## src/rtl/serial_add_ctrl.sv

```systemverilog
// Bit-serial add/subtract sequencer.
// One full-adder cell is reused across WIDTH cycles, LSB first. Operands
// enter through a valid/ready handshake. The result leaves through a second
// valid/ready handshake and is held stable until it is taken.

module serial_add_full_adder (
  input  logic x,
  input  logic y,
  input  logic ci,
  output logic s,
  output logic co
);

  assign s  = x ^ y ^ ci;
  assign co = (x & y) | (ci & (x ^ y));

endmodule

module serial_add_ctrl #(
  parameter int WIDTH = 8
) (
  input  logic             clk,
  input  logic             rst,
  input  logic             in_valid,
  output logic             in_ready,
  input  logic [WIDTH-1:0] a,
  input  logic [WIDTH-1:0] b,
  input  logic             cin,
  input  logic             sub,
  output logic             out_valid,
  input  logic             out_ready,
  output logic [WIDTH-1:0] sum,
  output logic             cout,
  output logic             busy
);

  localparam int CNT_W = $clog2(WIDTH) + 1;

  typedef enum logic [1:0] {
    IDLE = 2'd0,
    RUN  = 2'd1,
    DONE = 2'd2
  } state_t;

  state_t state_reg, state_next;

  // Operand shift registers. Bit 0 of each feeds the adder on every RUN cycle.
  logic [WIDTH-1:0] opa_reg;
  logic [WIDTH-1:0] opb_reg;
  // Partial result. Sum bits enter at the MSB. The lowest slot is not
  // stored, because the final edge writes the full word straight into sum_reg.
  logic [WIDTH-1:1] result_reg;
  logic [WIDTH-1:0] result_next;
  logic             carry_reg;
  logic [CNT_W-1:0] count_reg;

  // Registered outputs. These change only when an operation completes.
  logic [WIDTH-1:0] sum_reg;
  logic             cout_reg;

  logic             accept;
  logic             last_bit;
  logic             fa_sum;
  logic             fa_cout;
  logic [WIDTH-1:0] opb_init;

  // For subtraction, B is inverted on entry. The +1 comes from the initial carry.
  for (genvar gi = 0; gi < WIDTH; gi++) begin : g_opb_init
    assign opb_init[gi] = b[gi] ^ sub;
  end

  assign accept   = (state_reg == IDLE) && in_valid;
  assign last_bit = (state_reg == RUN) && (count_reg == CNT_W'(WIDTH - 1));

  serial_add_full_adder u_fa (
    .x  (opa_reg[0]),
    .y  (opb_reg[0]),
    .ci (carry_reg),
    .s  (fa_sum),
    .co (fa_cout)
  );

  assign result_next = {fa_sum, result_reg};

  // State register
  always_ff @(posedge clk or posedge rst) begin
    if (rst) begin
      state_reg <= IDLE;
    end else begin
      state_reg <= state_next;
    end
  end

  // Next-state logic: accept -> WIDTH bit cycles -> hold until consumed
  always_comb begin
    state_next = state_reg;
    case (state_reg)
      IDLE: if (in_valid)  state_next = RUN;
      RUN:  if (last_bit)  state_next = DONE;
      DONE: if (out_ready) state_next = IDLE;
      default:             state_next = IDLE;
    endcase
  end

  // Handshake and status outputs decoded from the current state
  always_comb begin
    in_ready  = 1'b0;
    out_valid = 1'b0;
    busy      = 1'b1;
    case (state_reg)
      IDLE: begin
        in_ready = 1'b1;
        busy     = 1'b0;
      end
      DONE: out_valid = 1'b1;
      default: ;
    endcase
  end

  // Serial datapath: load on accept, then shift one bit per RUN cycle
  always_ff @(posedge clk or posedge rst) begin
    if (rst) begin
      opa_reg    <= '0;
      opb_reg    <= '0;
      result_reg <= '0;
      carry_reg  <= 1'b0;
      count_reg  <= '0;
    end else if (accept) begin
      opa_reg   <= a;
      opb_reg   <= opb_init;
      carry_reg <= sub ? 1'b1 : cin;
      count_reg <= '0;
    end else if (state_reg == RUN) begin
      opa_reg    <= opa_reg >> 1;
      opb_reg    <= opb_reg >> 1;
      result_reg <= result_next[WIDTH-1:1];
      carry_reg  <= fa_cout;
      count_reg  <= count_reg + CNT_W'(1);
    end
  end

  // Capture the finished word and final carry on the edge that processes the MSB
  always_ff @(posedge clk or posedge rst) begin
    if (rst) begin
      sum_reg  <= '0;
      cout_reg <= 1'b0;
    end else if (last_bit) begin
      sum_reg  <= result_next;
      cout_reg <= fa_cout;
    end
  end

  assign sum  = sum_reg;
  assign cout = cout_reg;

endmodule

```

## config.mk

```make
export PLATFORM = sky130hd
export DESIGN_NAME = serial_add_ctrl
export DESIGN_NICKNAME = d
export VERILOG_FILES = /design/src/rtl/serial_add_ctrl.sv
export SDC_FILE = /design/constraint.sdc
export NUM_CORES = 1
export LEC_CHECK = 0
export CAP_MARGIN = 10
export CORE_MARGIN = 3
export CORE_UTILIZATION = 40
export CTS_CLUSTER_DIAMETER = 30
export DETAILED_ROUTE_END_ITERATION = 10
export PLACE_DENSITY = 0.61
export SYNTH_ARGS = -nofsm -noshare
export SYNTH_HDL_FRONTEND = slang
export SYNTH_SLANG_ARGS = --single-unit
```

## constraint.sdc

```tcl
create_clock -name clk -period 1.9 [get_ports clk]
set_input_delay 0.19 -clock clk [delete_from_list [all_inputs] [get_ports clk]]
set_output_delay 0.19 -clock clk [all_outputs]
set_load 0.03 [all_outputs]
```

# [Yosys cells after proc, flatten, opt, wreduce, memory -nomap -nowiden]
# Index checks and enable logic that the tools add are counted.
[totals] inputBits=22 reg_bits=39 output_inout_bits=12
[op_classes] n_bitwise=14 n_mux=16 n_eq_ne=6 n_addsub=1 reduce_logical=6
[op_table] cell="two-way mux 8 bit" n=4
[op_table] cell="XOR 1 bit" n=10
[op_table] cell="two-way mux 4 bit" n=2
[op_table] cell="two-way mux 1 bit" n=6
[op_table] cell="two-way mux 2 bit" n=3
[op_table] cell="inequality test 2 bit (second input constant)" n=3
[op_table] cell="one-hot mux 2 bit (3 select lines)" n=1
[op_table] cell="adder 4 x 1 -> 4 bit (second input constant)" n=1
[op_table] cell="== test 4 x 3 -> 1 bit (second input constant)" n=1
[op_table] cell="AND reduction 3 bit" n=1
[op_table] cell="AND 1 bit" n=2
[op_table] cell="== test 2 x 1 -> 1 bit (second input constant)" n=1
[op_table] cell="== test 2 bit (second input constant)" n=1
[op_table] cell="logical AND 1 bit" n=2
[op_table] cell="zero test 2 bit" n=1
[op_table] cell="AND reduction 2 bit" n=1
[op_table] cell="nonzero test 2 bit" n=1
[op_table] cell="NOT 1 bit" n=1
[op_table] cell="OR 1 bit" n=1

# [Depth between registers and ports, before layout]
[depth] depth_word=5 mapped_depth=6

# [Cells and area by module]
# From an unflattened synthesis, not the netlist that was laid out.
[hier_totals] cells_unflattened=171 hier_area_um2=1774.2
[by_module_without_submodules] module="serial_add_ctrl" cells_per_inst=170 instances=1 area_per_inst_um2=1754.2
[by_module_without_submodules] module="serial_add_full_adder" cells_per_inst=1 instances=1 area_per_inst_um2=20.0

# [Worst setup path after synthesis]
# OpenSTA, ideal clock, no wires.
[synth_path] path_kind="reg2reg" startpoint="reg state_reg[1]" endpoint="reg cout_reg, in the netlist cout" synth_period_minus_slack_ns=1.521 stages_incl_launch_ff=5 arrival_ns=1.397 setup_time_ns=0.125 t_required_ns=1.775 slack_ns=0.379 path_cell_list="dfrtp_1 > nand2b_4 > buf_6 > nor3_4 > mux2_2"
[synth_via] elab_chain_cells=2
[synth_lines] element="start, declared" line_no="45" source="state_t state_reg, state_next;"
[synth_lines] element="start signal, assigned" line_no="90" source="state_reg <= state_next;"
[synth_lines] element="== test 2 x 1 -> 1 bit" line_no="73" source="assign last_bit = (state_reg == RUN) && (count_reg == CNT_W'(WIDTH - 1));"
[synth_lines] element="logical AND 1 bit" line_no="73"
[synth_lines] element="end signal, assigned" line_no="149" source="cout_reg <= fa_cout;"
[synth_lines] element="end, declared" line_no="59" source="logic cout_reg;"
# Every way passes these cells.
# A chain may end at the register's enable or synchronous reset.

# [Worst setup path in the final report]
[layout_path] startpoint="reg state_reg[0]" endpoint="out busy"
[layout_via] elab_chain_cells=2
[layout_lines] element="zero test 2 bit" line_no="110" source="case (state_reg)"
[layout_lines] element="two-way mux 1 bit" line_no="110"
[layout_lines] element="end, declared" line_no="34" source="output logic busy"
# Every way passes these cells.

==> summary.md <==
| Metric | Value |
|---|---|
| Status | finished, final reports clean |
| Max-cap violation count | 0 |
| Syn-to-layout area delta | 28.8% |
| Post-DRT Antenna Nets | 0 |
| Final hold vios | 0 |
| Synth Register Bits | 39 |
| Leakage | between 1 and 1.5 nW |
| Crit Path Max Fanout | 7 |
| Largest cells by area after synthesis | dfrtp_1, nand2_1, mux2_2, xor2_1, a22oi_1 |
| GRT Util Overall | between 10% and 20% |
| Final worst slack | 0.0780 ns |
| Sum of negative setup slack | 0 ns |
| Relative slew slack | approximately two thirds |
| Gr ovfl total | 0 |
| Synth area leader | dfrtp_1 |
| Synth top area share | ~55% |
| Final non-filler cell total | approximately 260 |
| Final period utilization | 95.9% |
| Synth Instances | ~170 |
| Final setup vio count | 0 |
| Hold_buf cts | 0 |
| Wire length per cell | around 13 um |
| Worst flop-to-flop path startpoint | state_reg[0] |
| Final GP Congestion | ~0.76 |
| Met2 wire length | roughly 1600 um |
| H-Tree Depth | 2 |
| # DRC | 0 |
| Global-route wire length before repair | 6090 um |
| Capturing point of the worst reg2reg path | cout |
| Final WL | about 3500 um |
| CORE AREA | ~4100 um^2 |
| RSZ-0062 raised after global routing | false |
| Pwr Density | ~1500 nW/um^2 |
| Total number of vias | 1320 |
| CP arrival | around 1.6 ns |
| Initial antenna violation count | 0 |
| Final nets | 236 |
| Mean Syn Cell Area | 10.4 um^2 |
| Pwr Total | between 0.003 and 0.004 W |
| DR pass1 iterations | 4 |
| Die area | ~5300 um^2 |
| Largest net degree at the start of global routing | 40 |
| Placed insts | about 260 |
| Hpwl dp | about 2500 um |
| CP required | about 1.7 ns |
| PortBufs | 33 |
| Netlist cell types | 32 |
| Post-CTS setup repair buffer count | 0 |
| Vias in the first global route | about 1300 |
| Maximum buffer depth of the clock tree | 2 |
| DR iter-0 viols | 87 |
| Slew Viols, Final | 0 |
| Initial Util | around 43% |
| FMAX | about 550 MHz |
| CTS tree | done |
| Worst hold slack | about 0.31 ns |
| Worst reg2reg path depth | 4 |
| Worst skew pair latency | about 0.29 ns |
| Met3 routed WL | roughly 130 um |
| CTS Buf Count | 5 |
| Place WS | around 0.2 ns |
| CTS Root Cell | clkbuf_8 |
| Kind of critical path | reg2out |
| VDD IR-drop max | around 0.59 mV |
| Row count | 23 |
| Mapped cell area | approximately 1800 um^2 |
| Share of cells above drive strength 1 | ~15% |
| Hold Path Class | in2async |
| Die Y | 72.6 um |
| Seq/Total Area, Yosys | a little under three fifths |
| Die X | slightly above 70 um |
| Top layer in use | met4 |
| Clk slew on worst S/H paths | approximately 0.07 ns |
| IO Count | 34 |
| Reg-to-reg slack, setup | around 0.22 ns |
| Synth warn | 0 |
| Clk_skew | around 0.0033 ns |
| Kind of start point of the critical path | register |
| Sink Count | 39 |
| Worst slew pin tran | slightly above 0.5 ns |
| Ant diodes | 0 |
| Final Critical Period | between 1.5 and 2 ns |
| Syn_nets | between 150 and 200 |
| Crit. End Element | output pin |
| Vias per inst | ~5 |
| Routed length on met1 | 1690 um |
==> final cells by class <==
cell class / instances / area [um^2]
Clock buffer: 6 / 72.6
Timing Repair Buffer: 45 / 419
Sequential cell: 39 / 976
Inverter: 3 / 11.3
Clock inverter: 2 / 12.5
Fill cell: 383 / 1860
Multi-Input combinational cell: 118 / 732
Tap cell: 50 / 62.6
==> report_power, final <==
group          switching (W)  internal [W]  total [W]
sequential          0.000234       0.00119    0.00142
combinational       0.000809      0.000691    0.00150
clock               0.000283      0.000256   0.000540
==> cells in the final DEF, fill, tap and decap left out, drive strengths merged, types with 2 or more instances in the layout <==
| cell | Yosys | routed |
|---|---|---|
| buf | 5 | 12 |
| o21ai | 11 | 11 |
| clkbuf | 6 | 6 |
| nand3 | 3 | 3 |
| a31oi | 5 | 5 |
| or2 | 2 | 2 |
| nor2 | 5 | 5 |
| nand2b | 2 | 2 |
| clkdlybuf4s50 | 0 | 32 |
| and3b | 2 | 2 |
| a221o | 2 | 2 |
| dfrtp | 39 | 39 |
| xor2 | 7 | 7 |
| nand2 | 47 | 47 |
| a22oi | 8 | 8 |
| mux2 | 9 | 9 |
| inv | 3 | 3 |
| nor2b | 3 | 3 |
| mux2i | 2 | 2 |
==> what timing repair did <==
item,4_1_cts,5_1_grt
setup endpoints to repair,1,0
gates resized for setup,1,0
endpoints found under the hold margin,0,0
==> through the flow <==
step	utilization [%]	area, um^2
CTS	55.2	2290
finish	55.2	2290
global placement	53.1	2200
floorplan	-	1770
global route	55.2	2290
detailed placement	53.1	2200
==> synthesized netlist by cell type, drive strengths merged <==
cell type / count
fa: 1
nand2b: 2
mux2: 9
o21bai: 1
ha: 1
a31oi: 5
a221o: 2
a21o: 1
nand4: 1
or3b: 1
clkbuf: 6
buf: 5
nor2: 5
nand3: 3
mux2i: 2
nand2: 47
or2: 2
xor2: 7
nor2b: 3
nor3: 1
a22oi: 8
xnor2: 1
nor3b: 1
o21ai: 11
inv: 3
and3b: 2
dfrtp: 39
a22o: 1
==> kinds of logic after synthesis <==
logic type / count (synthesis) / synth area share (%)
xor gates and xnor gates: 8 / 3.95
DFF: 39 / 55.0
adders and majority gates: 2 / 1.83
buffers and inverters: 14 / 3.74
and+or+nand+nor: 68 / 17.9
muxes: 11 / 6.84
AOI/OAI and AO/OA: 29 / 10.7
==> per-layer routing <==
| metal | GRT usage (%) | up-vias |
|---|---|---|
| li1 | - | 659 |
| met1 | 20.7 | 627 |
| met2 | 22.7 | 27 |
| met3 | 3.72 | 7 |
| met4 | 6.76 | 0 |
| met5 | 0 | - |
==> worst max path at each step <==
| stage | startpoint | end | cells past startpoint |
|---|---|---|---|
| after floorplan | state_reg[1] | cout | 4 |
| after global placement | in_valid | opb_reg[7] | 4 |
| after detailed placement | state_reg[0] | cout | 4 |
| after CTS | state_reg[0] | busy | 2 |
| after global routing | state_reg[0] | busy | 2 |
| final | state_reg[0] | busy | 2 |
==> critical path, cell delays in order (launching register included) <==
cell	delay (ns)
dfrtp_1	0.44
or2_2	0.31
clkdlybuf4s50_1	0.60
No activity file was read; power rests on OpenSTA's default activity.
